[config.mk]
export PLATFORM = sky130hd
export DESIGN_NAME = lsu_flat
export DESIGN_NICKNAME = d
export VERILOG_FILES = /design/src/rtl/lsu_pkg.sv /design/src/rtl/lsu_if.sv /design/src/rtl/lsu_align.sv /design/src/rtl/lsu.sv /design/src/flat_wrapper.sv
export SDC_FILE = /design/constraint.sdc
export NUM_CORES = 1
export LEC_CHECK = 0
export ABC_AREA = 1
export BUFFER_PORTS_ARGS = -buffer_cell sky130_fd_sc_hd__buf_2
export CAP_MARGIN = 25
export CORE_MARGIN = 2
export CORE_UTILIZATION = 54
export DETAILED_ROUTE_END_ITERATION = 7
export PLACE_DENSITY_LB_ADDON = 0.3
export SKIP_LAST_GASP = 1
export SYNTH_ARGS = -nofsm -noshare
export SYNTH_HDL_FRONTEND = slang
export SYNTH_SLANG_ARGS = --single-unit
[constraint.sdc]
create_clock -name clk -period 4.6 [get_ports clk]
set_input_delay 0.92 -clock clk [delete_from_list [all_inputs] [get_ports clk]]
set_output_delay 0.92 -clock clk [all_outputs]
set_load 0.02 [all_outputs]
[src/rtl/lsu_pkg.sv]
// rtl/lsu_pkg.sv - shared core constants: RV32I load/store funct3 encodings, LSU FSM states, decode helpers
// Ports: none (package).
package lsu_pkg;

   // RV32I load funct3 encodings
   localparam logic [2:0] F3_LB  = 3'b000;
   localparam logic [2:0] F3_LH  = 3'b001;
   localparam logic [2:0] F3_LW  = 3'b010;
   localparam logic [2:0] F3_LBU = 3'b100;
   localparam logic [2:0] F3_LHU = 3'b101;

   // RV32I store funct3 encodings
   localparam logic [2:0] F3_SB  = 3'b000;
   localparam logic [2:0] F3_SH  = 3'b001;
   localparam logic [2:0] F3_SW  = 3'b010;

   typedef enum logic [1:0] {
      ST_IDLE = 2'b00,
      ST_BUS  = 2'b01,
      ST_RESP = 2'b10
   } lsu_state_t;

   // funct3[1:0] encodes access size (00 byte, 01 half, 10 word) for both loads and stores.
   function automatic logic f3_illegal(input logic we, input logic [2:0] f3);
      logic bad;
      if (we) begin
         bad = f3[2] || (f3[1:0] == 2'b11);
      end else begin
         bad = (f3 == 3'b011) || (f3 == 3'b110) || (f3 == 3'b111);
      end
      return bad;
   endfunction

   function automatic logic addr_misaligned(input logic [2:0] f3, input logic [1:0] addr_lo);
      logic mis;
      case (f3[1:0])
         2'b01:   mis = addr_lo[0];
         2'b10:   mis = (addr_lo != 2'b00);
         default: mis = 1'b0;
      endcase
      return mis;
   endfunction

endpackage

[src/rtl/lsu_if.sv]
// rtl/lsu_if.sv - LSU request/response and memory bus signal bundle
// Ports: none; modport master = LSU side (accepts requests, drives memory bus),
//        modport slave = environment side (execute stage + memory).
interface lsu_if;
   logic        req_valid;
   logic        req_ready;
   logic        req_we;
   logic [2:0]  req_funct3;
   logic [31:0] req_addr;
   logic [31:0] req_wdata;

   logic        resp_valid;
   logic [31:0] resp_rdata;
   logic        resp_err;

   logic        mem_valid;
   logic        mem_ready;
   logic        mem_we;
   logic [31:0] mem_addr;
   logic [3:0]  mem_wstrb;
   logic [31:0] mem_wdata;
   logic [31:0] mem_rdata;

   modport master (
      input  req_valid, req_we, req_funct3, req_addr, req_wdata, mem_ready, mem_rdata,
      output req_ready, resp_valid, resp_rdata, resp_err,
             mem_valid, mem_we, mem_addr, mem_wstrb, mem_wdata
   );

   modport slave (
      output req_valid, req_we, req_funct3, req_addr, req_wdata, mem_ready, mem_rdata,
      input  req_ready, resp_valid, resp_rdata, resp_err,
             mem_valid, mem_we, mem_addr, mem_wstrb, mem_wdata
   );
endinterface

[src/rtl/lsu_align.sv]
// rtl/lsu_align.sv - combinational byte-lane logic: write strobes, store replication, load extraction/extension
// Ports: funct3 (access type), addr_lo (address bits [1:0]), wdata (store data), rdata (memory word),
//        wstrb (byte strobes), wdata_rep (replicated store data), rdata_ext (extended load data).
module lsu_align
   import lsu_pkg::*;
(
   input  logic [2:0]  funct3,
   input  logic [1:0]  addr_lo,
   input  logic [31:0] wdata,
   input  logic [31:0] rdata,
   output logic [3:0]  wstrb,
   output logic [31:0] wdata_rep,
   output logic [31:0] rdata_ext
);

   logic [1:0]  off;
   logic [31:0] lane;

   always_comb begin
      off       = addr_lo;
      wstrb     = 4'b0000;
      wdata_rep = wdata;
      // Misaligned halves/words are pulled down to natural alignment; when they
      // are trapped instead, they never reach the bus so the forcing is harmless.
      case (funct3[1:0])
         2'b00: begin
            wstrb     = 4'b0001 << off;
            wdata_rep = {4{wdata[7:0]}};
         end
         2'b01: begin
            off       = {addr_lo[1], 1'b0};
            wstrb     = 4'b0011 << off;
            wdata_rep = {2{wdata[15:0]}};
         end
         2'b10: begin
            off   = 2'b00;
            wstrb = 4'b1111;
         end
         default: ;
      endcase

      lane = rdata >> {off, 3'b000};

      case (funct3)
         F3_LB:   rdata_ext = {{24{lane[7]}}, lane[7:0]};
         F3_LH:   rdata_ext = {{16{lane[15]}}, lane[15:0]};
         F3_LW:   rdata_ext = lane;
         F3_LBU:  rdata_ext = {24'h0, lane[7:0]};
         F3_LHU:  rdata_ext = {16'h0, lane[15:0]};
         default: rdata_ext = 32'h0;
      endcase
   end

endmodule

[src/rtl/lsu.sv]
// rtl/lsu.sv - RV32I load/store unit: request latch, IDLE/BUS/RESP FSM, bus timeout
// Optional feature macro: LSU_MISALIGN_TRAP_EN (trap misaligned half/word instead of forcing alignment).
// Parameters: TIMEOUT - BUS cycles to wait for mem_ready before aborting with an error.
// Ports: clk, rst (synchronous, active-high);
//        io (lsu_if.master) - req_* request handshake, resp_* completion pulse, mem_* memory bus.
module lsu
   import lsu_pkg::*;
#(
   parameter int TIMEOUT = 255
) (
   input  logic  clk,
   input  logic  rst,
   lsu_if.master io
);

   localparam int CW = (TIMEOUT < 2) ? 1 : $clog2(TIMEOUT);
   localparam logic [CW-1:0] CNT_LAST = CW'(TIMEOUT - 1);

   lsu_state_t  state;
   logic [CW-1:0] cnt;
   logic        mem_valid_q;
   logic        resp_valid_q;
   logic        resp_err_q;
   logic [31:0] resp_rdata_q;

   logic        lat_we;
   logic [2:0]  lat_f3;
   logic [31:0] lat_addr;
   logic [31:0] lat_wdata;

   logic        req_bad;
   logic [3:0]  wstrb;
   logic [31:0] wdata_rep;
   logic [31:0] rdata_ext;

   // Legality is judged on the incoming request so the accept cycle can pick BUS or RESP.
`ifdef LSU_MISALIGN_TRAP_EN
   assign req_bad = f3_illegal(io.req_we, io.req_funct3) ||
                    addr_misaligned(io.req_funct3, io.req_addr[1:0]);
`else
   assign req_bad = f3_illegal(io.req_we, io.req_funct3);
`endif

   lsu_align u_align (
      .funct3    (lat_f3),
      .addr_lo   (lat_addr[1:0]),
      .wdata     (lat_wdata),
      .rdata     (io.mem_rdata),
      .wstrb     (wstrb),
      .wdata_rep (wdata_rep),
      .rdata_ext (rdata_ext)
   );

   always_ff @(posedge clk) begin
      if (rst) begin
         state        <= ST_IDLE;
         cnt          <= '0;
         mem_valid_q  <= 1'b0;
         resp_valid_q <= 1'b0;
         resp_err_q   <= 1'b0;
         resp_rdata_q <= 32'h0;
         lat_we       <= 1'b0;
         lat_f3       <= 3'b000;
         lat_addr     <= 32'h0;
         lat_wdata    <= 32'h0;
      end else begin
         case (state)
            ST_IDLE: begin
               if (io.req_valid) begin
                  lat_we    <= io.req_we;
                  lat_f3    <= io.req_funct3;
                  lat_addr  <= io.req_addr;
                  lat_wdata <= io.req_wdata;
                  cnt       <= '0;
                  if (req_bad) begin
                     state        <= ST_RESP;
                     resp_valid_q <= 1'b1;
                     resp_err_q   <= 1'b1;
                     resp_rdata_q <= 32'h0;
                  end else begin
                     state       <= ST_BUS;
                     mem_valid_q <= 1'b1;
                  end
               end
            end
            ST_BUS: begin
               if (io.mem_ready) begin
                  state        <= ST_RESP;
                  mem_valid_q  <= 1'b0;
                  resp_valid_q <= 1'b1;
                  resp_err_q   <= 1'b0;
                  resp_rdata_q <= lat_we ? 32'h0 : rdata_ext;
               end else if (cnt == CNT_LAST) begin
                  state        <= ST_RESP;
                  mem_valid_q  <= 1'b0;
                  resp_valid_q <= 1'b1;
                  resp_err_q   <= 1'b1;
                  resp_rdata_q <= 32'h0;
               end else begin
                  cnt <= cnt + 1'b1;
               end
            end
            ST_RESP: begin
               state        <= ST_IDLE;
               resp_valid_q <= 1'b0;
               resp_err_q   <= 1'b0;
               resp_rdata_q <= 32'h0;
            end
            default: state <= ST_IDLE;
         endcase
      end
   end

   assign io.req_ready  = (state == ST_IDLE);
   assign io.resp_valid = resp_valid_q;
   assign io.resp_err   = resp_err_q;
   assign io.resp_rdata = resp_rdata_q;

   // Bus fields come straight from the latched request, so they hold for the whole BUS phase.
   assign io.mem_valid = mem_valid_q;
   assign io.mem_we    = lat_we;
   assign io.mem_addr  = {lat_addr[31:2], 2'b00};
   assign io.mem_wstrb = wstrb;
   assign io.mem_wdata = wdata_rep;

endmodule

[src/flat_wrapper.sv]
// flat-port wrapper written by rule: the top's interface ports become plain ports
module lsu_flat import lsu_pkg::*;
#(
   parameter int TIMEOUT = 255
)
  (clk, rst, io_req_valid, io_req_we, io_req_funct3, io_req_addr, io_req_wdata, io_mem_ready, io_mem_rdata, io_req_ready, io_resp_valid, io_resp_rdata, io_resp_err, io_mem_valid, io_mem_we, io_mem_addr, io_mem_wstrb, io_mem_wdata);
  lsu_if io_i ();
  input  logic clk;
  input  logic rst;
  input wire logic [$bits(io_i.req_valid)-1:0] io_req_valid;
  input wire logic [$bits(io_i.req_we)-1:0] io_req_we;
  input wire logic [$bits(io_i.req_funct3)-1:0] io_req_funct3;
  input wire logic [$bits(io_i.req_addr)-1:0] io_req_addr;
  input wire logic [$bits(io_i.req_wdata)-1:0] io_req_wdata;
  input wire logic [$bits(io_i.mem_ready)-1:0] io_mem_ready;
  input wire logic [$bits(io_i.mem_rdata)-1:0] io_mem_rdata;
  output wire logic [$bits(io_i.req_ready)-1:0] io_req_ready;
  output wire logic [$bits(io_i.resp_valid)-1:0] io_resp_valid;
  output wire logic [$bits(io_i.resp_rdata)-1:0] io_resp_rdata;
  output wire logic [$bits(io_i.resp_err)-1:0] io_resp_err;
  output wire logic [$bits(io_i.mem_valid)-1:0] io_mem_valid;
  output wire logic [$bits(io_i.mem_we)-1:0] io_mem_we;
  output wire logic [$bits(io_i.mem_addr)-1:0] io_mem_addr;
  output wire logic [$bits(io_i.mem_wstrb)-1:0] io_mem_wstrb;
  output wire logic [$bits(io_i.mem_wdata)-1:0] io_mem_wdata;
  assign io_i.req_valid = io_req_valid;
  assign io_i.req_we = io_req_we;
  assign io_i.req_funct3 = io_req_funct3;
  assign io_i.req_addr = io_req_addr;
  assign io_i.req_wdata = io_req_wdata;
  assign io_i.mem_ready = io_mem_ready;
  assign io_i.mem_rdata = io_mem_rdata;
  assign io_req_ready = io_i.req_ready;
  assign io_resp_valid = io_i.resp_valid;
  assign io_resp_rdata = io_i.resp_rdata;
  assign io_resp_err = io_i.resp_err;
  assign io_mem_valid = io_i.mem_valid;
  assign io_mem_we = io_i.mem_we;
  assign io_mem_addr = io_i.mem_addr;
  assign io_mem_wstrb = io_i.mem_wstrb;
  assign io_mem_wdata = io_i.mem_wdata;
  lsu #(.TIMEOUT(TIMEOUT)) u_core (.clk(clk), .rst(rst), .io(io_i));
endmodule
==> flow_summary_export.csv, run 1 <==
group,metric,value,unit
cells_and_area,drive_gt1_frac,0.285,
die,dieArea,0.0115,mm2
drt,wl_met2,7.28,mm
timing,drv_slew,0,
timing,fmax,0.295,GHz
synthesis,netlist_area,0.00575,mm2
global_route,grt_pass1_wl,24.7,mm
drt,postRouteAntennaNets,0,
clock_tree,clk_pin_slew,0.06,ns
drt,drc,0,
drt,routedWlPerCell,13.7,um
timing,slew_headroom,0.457,
placement,io_buffer_count,206,
setup_path,arrival,2.47,ns
timing,fin_worst_skew,0.0115,ns
clock_tree,cts_tree,"built",
timing,whs,0.461,ns
placement,placedCellCount,1101,
setup_path,critPathMaxFanout,14,
clock_tree,cts_made_buffers,17,
flow_run,cap_violations,0,
timing,rsz0062_at_grt,"false",
die,die_w,107,um
clock_tree,post_cts_buffers,0,
placement,gp_congestion,0.971,
global_route,grt_pass1_vias,5368,
drt,met1Wirelength,6.31,mm
power,power_density,484,mW/mm2
global_route,grt_antenna_before_repair,1,
synthesis,yosys_warnings,0,
die,die_height,107,um
timing,hold_viol,0,
timing,tns,0,ns
die,row_count,37,
timing,period_share,0.737,
min_path,hp-class,"reg -> reg",
synthesis,synth.largest_area_cell,"dfxtp_1",
setup_path,timing_worst_setup_path_type,"reg -> out",
cells_and_area,fin_area,0.00706,mm2
setup_path,endpoint_kind,"output port",
power,p_leak,3.40,nW
synthesis,ys_ff_latch,113,
clock_tree,postCtsHoldBufs,0,
drt,totalWireLength,15.5,mm
synthesis,synth_top_area_frac,0.393,
drt,first_pass_iters,5,
power,vdd.ir_drop.worst,0.368,mV
die,core-area,0.0103,mm2
cells_and_area,final_cell_mix,"206 x buf_2, 160 x nand2_1, 121 x nor2_1",
drt,dr.max_layer_used,"met4",
drt,drt_iter0_drc,294,
setup_path,critPathLaunchType,"flop",
timing,period_needed,3.39,ns
clock_tree,clockRootBuffer,"clkbuf_8",
cells_and_area,area_delta_synth_final,22.8,%
timing,tightest_slew,0.813,ns
global_route,overflow,0,
global_route,grt.total_usage,0.271,
drt,wl_met3,1.38,mm
global_route,grt_max_degree,89,
drt,via_per_inst,5.16,
synthesis,syn_avg_cell_area,6.85,um2
drt,vias,5852,
synthesis,synth_cell_type_count,33,
clock_tree,clk_latency,0.51,ns
synthesis,synth_seq_area_share,0.393,
cells_and_area,final_common_cell,"buf_2",
cells_and_area,final_nets,1097,
die,pin_count,209,
clock_tree,htree_levels,4,
clock_tree,cts_resized,0,
placement,place_area,0.00647,mm2
cells_and_area,fin_cells,1134,
timing,finalSetupViolations,0,
placement,dp_hpwl,11.0,mm
synthesis,synthCells,839,
die,start_util,0.557,
run_status,status,"finished, final reports clean",
clock_tree,clock-sinks,113,
clock_tree,clk_path_buf_depth,2,
cells_and_area,n_fill_cell,926,
synthesis,synth_top_cells_by_area,"dfxtp_1 39%, nand2_1 11%, o21ai_0 10%, nor2_1 7.9%, buf_4 5.2%",
setup_path,required,3.68,ns
flip-flops by register name (all words and copies together) (netlist names):
register              count
u_core.io.mem_we          1
u_core.io.resp_rdata     32
u_core.cnt                8
u_core.io.resp_valid      1
u_core.io.resp_err        1
u_core.io.mem_valid       1
u_core.state              2
u_core.lat_wdata         32
u_core.lat_f3             3
u_core.lat_addr          32
through the flow:
stage                     power [mW]  utilization  worst slack (ns)
final                           3.42        0.684              1.21
after global routing            3.60        0.684              1.03
after CTS                       3.43        0.684              1.25
after detailed placement        2.14        0.627              1.79
after global placement          2.13        0.627              1.87
after floorplan                 1.93            -              2.20
Yosys cell counts, drive strengths merged:
| library cell | number |
|---|---|
| a21oi | 64 |
| nor3 | 4 |
| inv | 64 |
| xor2 | 1 |
| buf | 59 |
| o22ai | 8 |
| ha | 9 |
| nor2 | 124 |
| a31oi | 4 |
| o21ai | 120 |
| o211a | 2 |
| dfxtp | 113 |
| conb | 1 |
| clkbuf | 29 |
| or2 | 1 |
| nand3 | 53 |
| nand2 | 178 |
| clkinv | 2 |
| and2 | 1 |
| nand4 | 1 |
| o21a | 1 |
kinds of logic after synthesis:
| logic type | synth area share |
|---|---|
| AO/OA/AOI/OAI | 0.185 |
| adder cells (fa/ha/maj) | 0.0196 |
| flip-flops | 0.393 |
| XOR/XNOR | 0.00152 |
| AND/OR/NAND/NOR | 0.264 |
| buffers and inverters | 0.136 |
| other | 0.000652 |
per-layer routing:
| layer | global-route usage | up-vias |
|---|---|---|
| met5 | 0 | - |
| met4 | 0.147 | 0 |
| met3 | 0.0778 | 50 |
| met2 | 0.453 | 269 |
| met1 | 0.312 | 2575 |
| li1 | - | 2958 |
critical path: stages (launching register included):
cell and delay [ns]:
dfxtp_1 0.33, inv_1 0.10, ha_1 0.48, clkinv_1 0.42
o22ai_1 0.27, inv_1 0.07, o21ai_0 0.08, buf_2 0.20
layout make-up:
class,count,area [um2],area share
tap,136,170,0.0241
multi-input combinational,573,2710,0.384
timing repair buffer,213,1080,0.153
clock inverter,14,155,0.0220
sequential,113,2260,0.320
antenna,1,2.50,0.000354
inverter,66,248,0.0351
clock buffer,18,428,0.0606
where the power goes:
group	leakage [nW]	internal [mW]	total, mW	switching [mW]
Clock	0.271	0.791	1.29	0.494
Combinational	2.20	0.304	0.982	0.678
Sequential	0.927	1.09	1.15	0.0616
worst paths after layout:
path         cells past startpoint          startpoint                       end  slack, ns
max                              7    u_core.lat_f3[0]          io_mem_wdata[12]       1.21
min                              2  u_core.io.resp_err        u_core.io.resp_err       0.46
max reg2reg                     10    u_core.lat_f3[0]  u_core.io.resp_rdata[16]       2.04
min reg2reg                      2  u_core.io.resp_err        u_core.io.resp_err       0.46
No activity file was read; power rests on OpenSTA's default activity.
==> run 2, diff against run 1 <==
- ABC_AREA: 1 -> 0
- CORE_UTILIZATION: 54 -> 45
- clock period: 4.6 -> 2.85 ns (I/O delays scaled with it)
==> flow_summary_export.csv, run 2 <==
group,metric,value,unit
run_status,status,"finished, final reports clean",
setup_path,timing_worst_setup_path_type,"reg -> out",
drt,vias,5592,
timing,hold_viol,0,
timing,slew_headroom,0.389,
synthesis,syn_avg_cell_area,7.87,um2
synthesis,synth_seq_area_share,0.396,
timing,fin_worst_skew,0.00618,ns
die,core-area,0.0125,mm2
cells_and_area,final_common_cell,"buf_2",
placement,dp_hpwl,11.2,mm
synthesis,synthXorXnorAreaFrac,0.00459,
cells_and_area,final_nets,986,
cells_and_area,n_fill_cell,1215,
power,p_leak,3.28,nW
synthesis,yosysMostFrequentCell,"nand2_1",
synthesis,synth_edf_count,0,
clock_tree,clk_path_buf_depth,2,
drt,routedWlPerCell,15.5,um
clock_tree,cts_tree,"built",
power,vdd.ir_drop.worst,0.533,mV
synthesis,synth_cell_type_count,51,
drt,via_per_inst,5.29,
min_path,hold_depth,3,
die,start_util,0.457,
synthesis,synth.largest_area_cell,"dfxtp_1",
synthesis,synth_top_area_frac,0.396,
clock_tree,post_cts_buffers,0,
cells_and_area,n_antenna_cell,0,
synthesis,yosys_warnings,0,
cells_and_area,area_delta_synth_final,27.1,%
cells_and_area,final_cell_mix,"206 x buf_2, 192 x nand2_1, 113 x dfxtp_1",
global_route,grt_max_degree,85,
timing,fmax,0.372,GHz
synthesis,synth_top_family_by_area,"compound AO/OA/AOI/OAI gates",
timing,tightest_slew,0.917,ns
power,finalPower,5.66,mW
synthesis,ys.flop_type,"dfxtp_1",
synthesis,synth.area.mux_share,0.0505,
setup_path,worst_r2r_endpoint,"u_core.io.resp_rdata[29]",
min_path,hp-class,"in -> reg",
power,power_density,779,mW/mm2
setup_path,regToRegSetupSlack,0.31,ns
timing,tns,0,ns
setup_path,rr_startpoint,"u_core.lat_f3[1]",
setup_path,critPathLaunchType,"flop",
die,pin_count,209,
synthesis,synthCells,727,
flow_run,cap_violations,0,
die,die_height,117,um
synthesis,synth_compound_area_frac,0.224,
global_route,overflow,0,
min_path,worstHoldStart,"io_req_wdata[17]",
cells_and_area,drive_gt1_frac,0.313,
synthesis,synth_top_cells_by_area,"dfxtp_1 40%, nand2_1 13%, a21oi_1 9.3%, buf_4 5.4%, mux4_2 2.8%",
synthesis,synth_fa_ha_area_frac,0.0197,
timing,rsz0062_at_grt,"false",
setup_path,endpoint_kind,"output port",
drt,drt_iter0_drc,542,
drt,first_pass_iters,5,
clock_tree,cts_made_buffers,17,
clock_tree,clk_pin_slew,0.05,ns
synthesis,netlist_area,0.00572,mm2
die,die_w,117,um
setup_path,arrival,2.12,ns
timing,period_needed,2.69,ns
global_route,grt_pass1_wl,25.1,mm
synthesis,ys_ff_latch,113,
clock_tree,clk_latency,0.42,ns
clock_tree,clock-sinks,113,
timing,drv_slew,0,
drt,totalWireLength,16.4,mm
synthesis,synth_simple_gate_area_frac,0.204,
clock_tree,htree_levels,4,
global_route,grt.total_usage,0.240,
timing,finalSetupViolations,0,
timing,period_share,0.944,
synthesis,ys_async_sr_fraction,0,
drt,drc,0,
placement,io_buffer_count,206,
die,dieArea,0.0136,mm2
min_path,hold_end,"u_core.lat_wdata[17]",
setup_path,critPathMaxFanout,16,
global_route,grt_antenna_before_repair,0,
clock_tree,clockRootBuffer,"clkbuf_16",
placement,gp_congestion,0.811,
die,row_count,41,
global_route,grt_pass1_vias,5041,
setup_path,required,2.28,ns
synthesis,synthTopCellsByCount,"193 x nand2_1, 113 x dfxtp_1, 106 x a21oi_1",
drt,postRouteAntennaNets,0,
setup_path,r2r_cells,8,
run 2: routing by layer:
| metal | track usage | wire length (um) | vias up |
|---|---|---|---|
| met5 | 0 | 0 | - |
| met4 | 0.107 | 399 | 0 |
| met3 | 0.0856 | 1510 | 31 |
| met2 | 0.380 | 7640 | 243 |
| met1 | 0.294 | 6880 | 2554 |
| li1 | - | - | 2764 |
run 2: what timing repair did:
item | CTS | global route
gates resized for setup | 0 | 1
setup endpoints to repair | 0 | 8
hold buffers | 0 | 0
run 2: worst max path at each step:
stage                     start                  endpoint  cells past startpoint
6_report       u_core.lat_f3[0]          io_mem_wdata[19]                      6
5_1_grt        u_core.lat_f3[0]  u_core.io.resp_rdata[20]                      7
4_1_cts        u_core.lat_f3[0]          io_mem_wdata[23]                      6
3_5_place_dp   u_core.lat_f3[0]  u_core.io.resp_rdata[16]                      7
3_3_place_gp   u_core.lat_f3[1]  u_core.io.resp_rdata[16]                      8
2_1_floorplan  u_core.lat_f3[0]          io_mem_wdata[18]                      5
run 2: worst max-delay path, cell delays in order, from the launching register on:
cell,delay (ns)
dfxtp_1,0.38
inv_1,0.08
ha_1,0.21
nor2_1,0.28
buf_6,0.25
mux2_2,0.35
buf_2,0.16
run 2: cell type report:
class	count	area, um2	share of cell area
clock buffers	22	484	0.0666
clock inverters	10	203	0.0279
flip-flops and latches	113	2260	0.311
well taps	172	215	0.0296
inverters	17	63.8	0.00878
multi-input cells	506	2890	0.398
repair buffers	218	1150	0.158
run 2: cell families (layout without fill, tap and decap cells):
group,after synthesis,after routing
AND/OR/NAND/NOR,268,268
AO/OA/AOI/OAI,205,205
flip-flops,113,113
buffers and inverters,109,267
multiplexers,19,19
adder cells (fa/ha/maj),9,9
XOR/XNOR,3,3
other,1,2
run 2: where the power goes:
part,total (mW),internal [mW],switching [mW],leakage [nW]
clock network,2.46,1.73,0.738,0.336
registers,1.84,1.74,0.100,0.924
logic,1.36,0.480,0.877,2.02
run 2: through the flow:
stage	worst slack, ns	hold slack, ns	area [um2]	instances	util
floorplan	0.451	0.433	5720	728	-
global placement	0.410	0.440	6580	1026	0.525
detailed placement	0.363	0.442	6580	1026	0.525
CTS	0.0842	0.368	7260	1058	0.580
global route	0.0102	0.372	7270	1058	0.581
finish	0.159	0.383	7270	1058	0.581
